===== src/rtl/uart_tx_param_pkg.sv =====
// uart_tx_param_pkg
// Shared definitions for the parametrised UART transmitter (and the matching
// receiver to come): parity mode encodings, the transmitter state type and a
// parity helper.
package uart_tx_param_pkg;

  // Parity mode encodings used by the PARITY parameter.
  localparam logic [1:0] PARITY_NONE = 2'd0;
  localparam logic [1:0] PARITY_ODD  = 2'd1;
  localparam logic [1:0] PARITY_EVEN = 2'd2;

  // Frame sequencer states.
  typedef enum logic [2:0] {
    ST_IDLE   = 3'd0,
    ST_START  = 3'd1,
    ST_DATA   = 3'd2,
    ST_PARITY = 3'd3,
    ST_STOP   = 3'd4
  } tx_state_t;

  // Parity bit from the XOR-reduction of the data word.
  // Even parity sends the XOR itself; odd parity sends its complement.
  function automatic logic parity_bit(input logic [1:0] mode, input logic data_xor);
    return (mode == PARITY_ODD) ? ~data_xor : data_xor;
  endfunction

endpackage


===== src/rtl/uart_tx_fifo.sv =====
// uart_tx_fifo
// Small synchronous word buffer in front of the UART serialiser.
// First-word-fallthrough: dout always shows the oldest entry, so a pop
// captures it on the same edge.
// Ports:
//   clock, reset_n     - clock and synchronous active-low reset
//   push, din          - write din when push and not full
//   pop, dout          - discard oldest entry when pop and not empty
//   full, empty, count - occupancy status
module uart_tx_fifo #(
  parameter int WIDTH = 8,
  parameter int DEPTH = 4
) (
  input  logic                     clock,
  input  logic                     reset_n,
  input  logic                     push,
  input  logic                     pop,
  input  logic [WIDTH-1:0]         din,
  output logic [WIDTH-1:0]         dout,
  output logic                     full,
  output logic                     empty,
  output logic [$clog2(DEPTH):0]   count
);

  localparam int AW = $clog2(DEPTH);

  logic [WIDTH-1:0] mem [DEPTH];
  // One extra MSB on each pointer tells full (MSBs differ) from empty.
  logic [AW:0] wr_ptr_reg;
  logic [AW:0] rd_ptr_reg;
  logic        do_push;
  logic        do_pop;

  assign empty   = (wr_ptr_reg == rd_ptr_reg);
  assign full    = (wr_ptr_reg[AW] != rd_ptr_reg[AW]) &&
                   (wr_ptr_reg[AW-1:0] == rd_ptr_reg[AW-1:0]);
  assign count   = wr_ptr_reg - rd_ptr_reg;
  assign do_push = push && !full;
  assign do_pop  = pop && !empty;
  assign dout    = mem[rd_ptr_reg[AW-1:0]];

  always_ff @(posedge clock) begin
    if (do_push) begin
      mem[wr_ptr_reg[AW-1:0]] <= din;
    end
  end

  always_ff @(posedge clock) begin
    if (!reset_n) begin
      wr_ptr_reg <= '0;
      rd_ptr_reg <= '0;
    end else begin
      if (do_push) begin
        wr_ptr_reg <= wr_ptr_reg + 1'b1;
      end
      if (do_pop) begin
        rd_ptr_reg <= rd_ptr_reg + 1'b1;
      end
    end
  end

endmodule


===== src/rtl/uart_tx_param.sv =====
// uart_tx_param
// Buffered UART transmitter with configurable data width, parity and stop
// bits. Words enter a FIFO over valid/ready and are sent back-to-back.
// Ports:
//   clock, reset_n   - clock and synchronous active-low reset
//   tx_data/valid    - word to send and its strobe
//   tx_ready         - FIFO has room (low while in reset)
//   tx_serial        - registered serial line, idle high
//   tx_busy          - high while a frame is on the line
//   tx_done          - one-cycle pulse on the last cycle of each frame
//   fifo_count       - words currently buffered
module uart_tx_param
  import uart_tx_param_pkg::*;
#(
  parameter int CLOCKS_PER_BIT = 5209,
  parameter int DATA_BITS      = 8,
  parameter int PARITY         = 0,
  parameter int STOP_BITS      = 1,
  parameter int FIFO_DEPTH     = 4
) (
  input  logic                          clock,
  input  logic                          reset_n,
  input  logic [DATA_BITS-1:0]          tx_data,
  input  logic                          tx_valid,
  output logic                          tx_ready,
  output logic                          tx_serial,
  output logic                          tx_busy,
  output logic                          tx_done,
  output logic [$clog2(FIFO_DEPTH):0]   fifo_count
);

  localparam int               BAUD_W      = $clog2(CLOCKS_PER_BIT);
  localparam int               IDX_W       = $clog2(DATA_BITS);
  localparam logic [BAUD_W-1:0] BAUD_LAST  = BAUD_W'(CLOCKS_PER_BIT - 1);
  localparam logic [IDX_W-1:0]  IDX_LAST   = IDX_W'(DATA_BITS - 1);
  localparam logic             STOP_LAST   = 1'(STOP_BITS - 1);
  localparam logic [1:0]       PARITY_MODE = 2'(PARITY);
  localparam logic             HAS_PARITY  = (PARITY_MODE != PARITY_NONE);

  tx_state_t              state_reg;
  tx_state_t              state_next;
  logic [BAUD_W-1:0]      baud_reg;
  logic [IDX_W-1:0]       bit_idx_reg;
  logic                   stop_reg;
  logic [DATA_BITS-1:0]   shift_reg;
  logic                   parity_reg;
  logic                   serial_reg;
  logic                   busy_reg;
  logic                   done_reg;

  logic                   bit_end;
  logic                   line_next;
  logic                   frame_end;
  logic                   fifo_push;
  logic                   fifo_pop;
  logic                   fifo_full;
  logic                   fifo_empty;
  logic [DATA_BITS-1:0]   fifo_dout;

  assign tx_ready  = !fifo_full && reset_n;
  assign fifo_push = tx_valid && tx_ready;
  assign bit_end   = (baud_reg == BAUD_LAST);

  assign tx_serial = serial_reg;
  assign tx_busy   = busy_reg;
  assign tx_done   = done_reg;

  uart_tx_fifo #(
    .WIDTH (DATA_BITS),
    .DEPTH (FIFO_DEPTH)
  ) fifo (
    .clock   (clock),
    .reset_n (reset_n),
    .push    (fifo_push),
    .pop     (fifo_pop),
    .din     (tx_data),
    .dout    (fifo_dout),
    .full    (fifo_full),
    .empty   (fifo_empty),
    .count   (fifo_count)
  );

  // Next state, FIFO pop and the line level for the current state.
  // All line-facing outputs are registered from the current state, so they
  // trail the state register by one cycle.
  always_comb begin
    state_next = state_reg;
    fifo_pop   = 1'b0;
    frame_end  = 1'b0;
    line_next  = 1'b1;
    case (state_reg)
      ST_IDLE: begin
        line_next = 1'b1;
        if (!fifo_empty) begin
          fifo_pop   = 1'b1;
          state_next = ST_START;
        end
      end
      ST_START: begin
        line_next = 1'b0;
        if (bit_end) begin
          state_next = ST_DATA;
        end
      end
      ST_DATA: begin
        line_next = shift_reg[0];
        if (bit_end && (bit_idx_reg == IDX_LAST)) begin
          state_next = HAS_PARITY ? ST_PARITY : ST_STOP;
        end
      end
      ST_PARITY: begin
        line_next = parity_reg;
        if (bit_end) begin
          state_next = ST_STOP;
        end
      end
      ST_STOP: begin
        line_next = 1'b1;
        if (bit_end && (stop_reg == STOP_LAST)) begin
          frame_end = 1'b1;
          // Chain straight into the next frame when a word is waiting.
          if (!fifo_empty) begin
            fifo_pop   = 1'b1;
            state_next = ST_START;
          end else begin
            state_next = ST_IDLE;
          end
        end
      end
      default: begin
        state_next = ST_IDLE;
      end
    endcase
  end

  always_ff @(posedge clock) begin
    if (!reset_n) begin
      state_reg   <= ST_IDLE;
      baud_reg    <= '0;
      bit_idx_reg <= '0;
      stop_reg    <= 1'b0;
      shift_reg   <= '0;
      parity_reg  <= 1'b0;
      serial_reg  <= 1'b1;
      busy_reg    <= 1'b0;
      done_reg    <= 1'b0;
    end else begin
      state_reg  <= state_next;
      serial_reg <= line_next;
      busy_reg   <= (state_reg != ST_IDLE);
      done_reg   <= frame_end;

      // Baud counter only runs inside a frame and wraps at each bit boundary.
      if ((state_reg == ST_IDLE) || bit_end) begin
        baud_reg <= '0;
      end else begin
        baud_reg <= baud_reg + 1'b1;
      end

      if (fifo_pop) begin
        shift_reg   <= fifo_dout;
        parity_reg  <= parity_bit(PARITY_MODE, ^fifo_dout);
        bit_idx_reg <= '0;
      end else if ((state_reg == ST_DATA) && bit_end) begin
        shift_reg   <= shift_reg >> 1;
        bit_idx_reg <= bit_idx_reg + 1'b1;
      end

      if ((state_reg == ST_STOP) && bit_end) begin
        stop_reg <= (stop_reg == STOP_LAST) ? 1'b0 : ~stop_reg;
      end else if (state_reg != ST_STOP) begin
        stop_reg <= 1'b0;
      end
    end
  end

endmodule

===== config.mk =====
export PLATFORM = sky130hd
export DESIGN_NAME = uart_tx_param
export DESIGN_NICKNAME = d
export VERILOG_FILES = /design/src/rtl/uart_tx_param_pkg.sv /design/src/rtl/uart_tx_fifo.sv /design/src/rtl/uart_tx_param.sv
export SDC_FILE = /design/constraint.sdc
export NUM_CORES = 1
export LEC_CHECK = 0
export BUFFER_PORTS_ARGS = -buffer_cell sky130_fd_sc_hd__buf_2
export CAP_MARGIN = 20
export CORE_ASPECT_RATIO = 1.25
export CORE_MARGIN = 4
export CORE_UTILIZATION = 54
export DETAILED_ROUTE_END_ITERATION = 10
export PLACE_DENSITY = 0.75
export SYNTH_ARGS = -nofsm -noshare
export SYNTH_HDL_FRONTEND = slang
export SYNTH_SLANG_ARGS = --single-unit

===== constraint.sdc =====
create_clock -name clock -period 1.7 [get_ports clock]
set_input_delay 0.085 -clock clock [delete_from_list [all_inputs] [get_ports clock]]
set_output_delay 0.085 -clock clock [all_outputs]
set_load 0.005 [all_outputs]

After elaboration in Yosys (flattened, before gate mapping)

Memory sizes are Yosys's and may differ from the RTL's. A register that Yosys moved wholly into a read port is not among the register bits.
Cells that the tools add are included.

Equality and inequality tests: 15
Multiplexer cells: 21
$add $sub $neg: 5
Bitwise logic cells: 2
Reductions and logical operators: 21

Operators by type and width:

| cell                                                                   | number |
|---|---|
| 8-bit 2-to-1 mux                                                       | 2 |
| 3-bit 2-to-1 mux                                                       | 5 |
| 3-bit case mux with 5 select lines                                     | 1 |
| 13-bit by 1-bit adder with 13-bit output (second input constant)       | 1 |
| 13-bit equality test (second input constant)                           | 1 |
| 2-bit != test (second input constant)                                  | 5 |
| 3-bit by 1-bit adder with 3-bit output (second input constant)         | 3 |
| 1-bit logical AND                                                      | 9 |
| 1-bit 2-to-1 mux                                                       | 9 |
| 8-bit parity                                                           | 1 |
| 3-bit by 2-bit equality test with 1-bit output (second input constant) | 2 |
| 3-bit equality test (second input constant)                            | 2 |
| 5-bit AND reduction                                                    | 1 |
| 2-bit 2-to-1 mux                                                       | 2 |
| 2-bit nonzero test                                                     | 2 |
| 2-bit OR reduction                                                     | 2 |
| 3-bit by 1-bit equality test with 1-bit output (second input constant) | 1 |
| 3-bit equality test                                                    | 1 |
| 3-bit logical NOT                                                      | 1 |
| 3-bit != test (second input constant)                                  | 1 |
| 1-bit case mux with 3 select lines                                     | 1 |
| 3-bit nonzero test                                                     | 1 |
| 3-bit subtractor                                                       | 1 |
| 2-bit equality test                                                    | 1 |
| 6 further kinds                                                        | 8 |

Word-level logic and storage cells: 76
Bits in writable memories: 32
Memories kept: 1
Register bits after elaboration: 38

Memory list:

| memory   | words | width | rd ports | clocked after Yosys merged registers in | wr ports | RTL line           | source |
|---|---|---|---|---|---|---|---|
| fifo.mem | 4     | 8     | 1        | 1                                       | 1        | uart_tx_fifo.sv:27 | `logic [WIDTH-1:0] mem [DEPTH];` |

Longest topological paths before layout

Depth after elaboration: 8
Depth in mapped cells: 9
Gate-level depth less buffers: 7

By module

From an unflattened synthesis, not the netlist that was laid out.

Cell total of the unflattened synthesis: 271
Area total of the unflattened synthesis: 3243.1 µm²

Modules (own cells, without submodules):

| module        | area each (µm²) | instances | cells each |
|---|---|---|---|
| uart_tx_fifo  | 1769.2          | 1         | 111 |
| uart_tx_param | 1473.9          | 1         | 160 |

Worst setup path before layout

OpenSTA, ideal clock, no wires.

Path kind: reg-to-reg
From: register fifo.wr_ptr_reg[0]
To: register shift_reg[1]
Slack: -138 ps
Data required time: 1629 ps
Data arrival time: 1767 ps
Stages on the path, launching flop included: 9
Period minus slack after synthesis: 1838 ps
Path through: dfxtp_1 > inv_1 > ha_1 > a311oi_1 > and2_1 > buf_4 > buf_8 > a22oi_2 > a21oi_1

Longest elaborated chain between the ends: 5

Ends and longest elaborated chain:

| element                                                | RTL line                                  | source |
|---|---|---|
| from (decl)                                            | uart_tx_fifo.sv:29                        | `logic [AW:0] wr_ptr_reg;` |
| from (signal assigned)                                 | uart_tx_fifo.sv:54                        | `wr_ptr_reg <= wr_ptr_reg + 1'b1;` |
| 3-bit equality test (*)                                | uart_tx_fifo.sv:34                        | `assign empty = (wr_ptr_reg == rd_ptr_reg);` |
| 1-bit 2-to-1 mux (*)                                   | uart_tx_param.sv:94, uart_tx_param.sv:122 |  |
| 1-bit 2-to-1 mux                                       | uart_tx_param.sv:119                      | `if (bit_end && (stop_reg == STOP_LAST)) begin` |
| 1-bit case mux with 2 select lines (*)                 | uart_tx_param.sv:91                       | `case (state_reg)` |
| 8-bit 2-to-1 mux or 2-bit nonzero test (tied branches) | --                                        |  |
| to (signal assigned)                                   | uart_tx_param.sv:161                      | `shift_reg <= fifo_dout;` |
| to (signal assigned)                                   | uart_tx_param.sv:165                      | `shift_reg <= shift_reg >> 1;` |
| to (decl)                                              | uart_tx_param.sv:45                       | `logic [DATA_BITS-1:0] shift_reg;` |

Every way passes the cells marked *; elsewhere a longest branch is shown, timed or not.
A chain may end at the register's enable or synchronous reset.

Worst setup path in the final report

From: register baud_reg[7]
To: register shift_reg[1]

Longest elaborated chain between the ends: 5

Ends and longest elaborated chain:

| element                                                | RTL line             | source |
|---|---|---|
| from (decl)                                            | uart_tx_param.sv:42  | `logic [BAUD_W-1:0] baud_reg;` |
| from (signal assigned)                                 | uart_tx_param.sv:157 | `baud_reg <= baud_reg + 1'b1;` |
| 13-bit equality test (*)                               | uart_tx_param.sv:62  | `assign bit_end = (baud_reg == BAUD_LAST);` |
| 1-bit logical AND                                      | uart_tx_param.sv:119 |  |
| 1-bit 2-to-1 mux                                       | uart_tx_param.sv:119 |  |
| 1-bit case mux with 2 select lines                     | uart_tx_param.sv:91  |  |
| 8-bit 2-to-1 mux or 2-bit nonzero test (tied branches) | --                   |  |

Marked as above.

==> results.sh <==
export IMPL_power_frac_seq_pct=39.5
export IMPL_violations="negative setup slack"
export IMPL_tns_ns=-2.258
export IMPL_p_int_uw=3629
export IMPL_initial_utilization_pct=55.79
export IMPL_nNetsFinal=342
export IMPL_cts_tree="done"
export IMPL_portBuffers=17
export IMPL_syn_area_per_cell_um2=12.55
export IMPL_syn_num_nets=265
export IMPL_synthesis_area_um2=3037
export IMPL_routedWlPerCell_um=16.16
export IMPL_hp_class="in -> reg"
export IMPL_worst_pin_slew_ns=0.3514
export IMPL_grt_pass1_vias=2132
export IMPL_p_comb_share_pct=35.5
export IMPL_pre_cts_ws_ns=-0.1099
export IMPL_hpwl_um=3945
export IMPL_drc_errors=0
export IMPL_numCtsBuffers=9
export IMPL_dp_cells=359
export IMPL_peakVddDrop_v=0.0009745
export IMPL_power_uw=5237
export IMPL_core_area_um2=5443
export IMPL_setup_ws_ns=-0.1194
export IMPL_synthCells=242
export IMPL_syn_to_final_growth_pct=32.26
export IMPL_ys_warn_count=0
export IMPL_place_gp_congestion=0.7960
export IMPL_layout_drive_gt1_share_pct=39.81
export IMPL_insertion_delay_ns=0.34
export IMPL_via_per_inst=5.330
export IMPL_firstDrtPassIters=7
export IMPL_cts_root_buf="clkbuf_8"
export IMPL_arrival_ns=2.09
export IMPL_fin_util_pct=73.79
export IMPL_clock_sinks=71
export IMPL_wl_um=6270
export IMPL_die_area_um2=6894
export IMPL_power_density_nw_per_um2=1304
export IMPL_vias=2068
export IMPL_finalMaxSlewViolations=0
export IMPL_largest_reg_flops=32
export IMPL_cp_start_kind="flop"
export IMPL_rsz0062_at_grt="yes"
export IMPL_ys_ff_latch=71
export IMPL_io_pins=18
export IMPL_worstPathMaxFanout=8
export IMPL_grt_pass1_wl_um=9963
export IMPL_post_route_min_period_ns=1.819
export IMPL_antenna_left=0
export IMPL_min_period_over_period_pct=107.0
export IMPL_clkPwrFrac_pct=25.0
export IMPL_slew_headroom_pct=76.41
export IMPL_p_sw_share_pct=30.70
export IMPL_cts_clk_slew_worst_paths_ns=0.07
export IMPL_required_ns=1.97
export IMPL_die_w_um=75.07
export IMPL_leakage_uw=0.001540
export IMPL_rows=30
export IMPL_overflow=0
export IMPL_maxCapViolations=0
export IMPL_grt_max_degree=16
export IMPL_finalNonFillerCells=388
export IMPL_yosysSeqAreaShare_pct=57.35
export IMPL_outcome="finished, violations left"
export IMPL_num_fill_cells=362
export IMPL_synth_distinct_cells=40
export IMPL_globalRouteTotalUtil_pct=19.09
export IMPL_hold_violations=0
export IMPL_setup_viol=32
export IMPL_cp_end_kind="flop"
export IMPL_cts_htree_levels=3
export IMPL_fmax_mhz=549.6
export IMPL_antenna_cells=0
export IMPL_clock_skew_ns=0.009302
export IMPL_drt_iter0_drc=80
export IMPL_p_sw_uw=1608
export IMPL_dieHeight_um=91.84
export IMPL_worst_setup_path_type="reg -> reg"
export IMPL_clock_path_buffers=2
export IMPL_antenna_found_initial=0
-- layer usage --
metal	part of all wire (%)	up-vias	global-route usage, %
met5	0	-	0
li1	-	1015	-
met3	3.0	9	4.386
met1	40	1005	22.90
met4	1.8	0	5.786
met2	56	39	33.14
-- cell usage after synthesis (all sizes together) --
cell type	n	share of area [%]
mux4	8	5.9
nor4	1	0.41
clkinv	1	0.12
inv	7	0.87
o22a	1	0.29
mux2i	2	0.66
and2	2	0.41
dfxtp	39	26
edfxtp	32	32
or3b	2	0.58
o31ai	1	0.70
or3	2	0.41
nor2	24	3.0
nand3	5	0.82
nor2b	2	0.41
nand2b	2	0.41
nor3	4	0.66
a311oi	1	0.29
o21ai	3	0.49
clkbuf	3	0.37
a22oi	8	3.0
buf	6	1.4
nand4	1	0.21
xor2	5	1.4
fa	1	0.66
nand4bb	1	0.37
and4	1	0.29
ha	11	4.5
a21oi	13	2.6
nand2	18	2.2
and3	13	2.7
or4	1	0.37
o21a	1	0.25
xnor2	20	5.8
-- worst max-delay path: stages (launching register included) --
cell and delay [ns]:
dfxtp_2 0.32, or4_4 0.58, buf_6 0.15, nor4_4 0.17
buf_4 0.18, buf_8 0.13, a22oi_2 0.08, a21oi_1 0.14
-- power by group through the flow --
stage	Combinational, uW	Sequential (uW)	Clock (uW)
after floorplan	1090	2080	0
after global placement	1540	2090	0
after detailed placement	1580	2100	0
after CTS	1670	2060	1310
after global routing	2020	2090	1420
final	1860	2070	1310
-- stage by stage --
stage | hold slack, ns | instance area [um^2]
2_1_floorplan | 0.1839 | 3092
3_3_place_gp | 0.2946 | 3597
3_5_place_dp | 0.3004 | 3597
4_1_cts | 0.01460 | 3900
5_1_grt | 0.04706 | 4016
6_report | 0.03656 | 4016
-- layout make-up --
class | count | area (um^2) | area share, %
clock buffers | 9 | 123.9 | 3.084
multi-input cells | 154 | 1326 | 33.02
well taps | 64 | 80.08 | 1.994
clock inverters | 7 | 71.32 | 1.776
flip-flops and latches | 71 | 1748 | 43.52
repair buffers | 75 | 634.4 | 15.79
inverters | 8 | 32.53 | 0.8100
-- kinds of logic (layout without fill, tap and decap cells) --
| kind of cell | after synthesis | count (layout) | synth area share, % |
|---|---|---|---|
| AND/OR/NAND/NOR | 79 | 79 | 13.23 |
| flip-flops | 71 | 71 | 57.35 |
| AO/OA/AOI/OAI | 28 | 28 | 7.622 |
| XOR/XNOR | 25 | 25 | 7.211 |
| buffers and inverters | 17 | 99 | 2.801 |
| adder cells (fa/ha/maj) | 12 | 12 | 5.192 |
| multiplexers | 10 | 10 | 6.592 |
-- timing repair --
action / 4_1_cts / 5_1_grt
gates resized for setup: 7 / 17
endpoints found under the hold margin: 32 / 0
hold buffers: 8 / 0
pin swaps: 2 / 15
endpoints found under the setup margin: 34 / 67
gates cloned: 0 / 0
setup buffers: 0 / 5
-- cells in the final DEF, fill, tap and decap left out, types with 2 or more instances in the layout --
master         instances
a21oi_1                7
a21oi_2                6
a22oi_2                7
and3_1                12
buf_12                 6
buf_2                 17
buf_4                 40
buf_6                  3
clkbuf_8               9
clkinv_4               2
clkinvlp_2             2
dfxtp_1               34
dfxtp_2                5
dlygate4sd3_1          8
edfxtp_1              32
ha_1                   9
ha_4                   2
inv_1                  5
mux4_2                 8
nand2_1               17
nand3_1                5
nor2_1                24
nor2b_1                2
nor3_1                 4
o21ai_0                2
or3_1                  2
or3b_4                 2
xnor2_1               17
xnor2_2                2
xor2_1                 5
-- path summary, 6_finish.rpt --
path	from	endpoint	slack, ns	cells past startpoint
worst max-delay path	baud_reg[7]	shift_reg[1]	-0.12	7
worst min-delay path	tx_valid	fifo.wr_ptr_reg[1]	0.04	3
worst max register to register	baud_reg[7]	shift_reg[1]	-0.12	7
worst min register to register	shift_reg[2]	shift_reg[2]	0.47	2
Note: power is estimated with default switching activity, not from simulation.
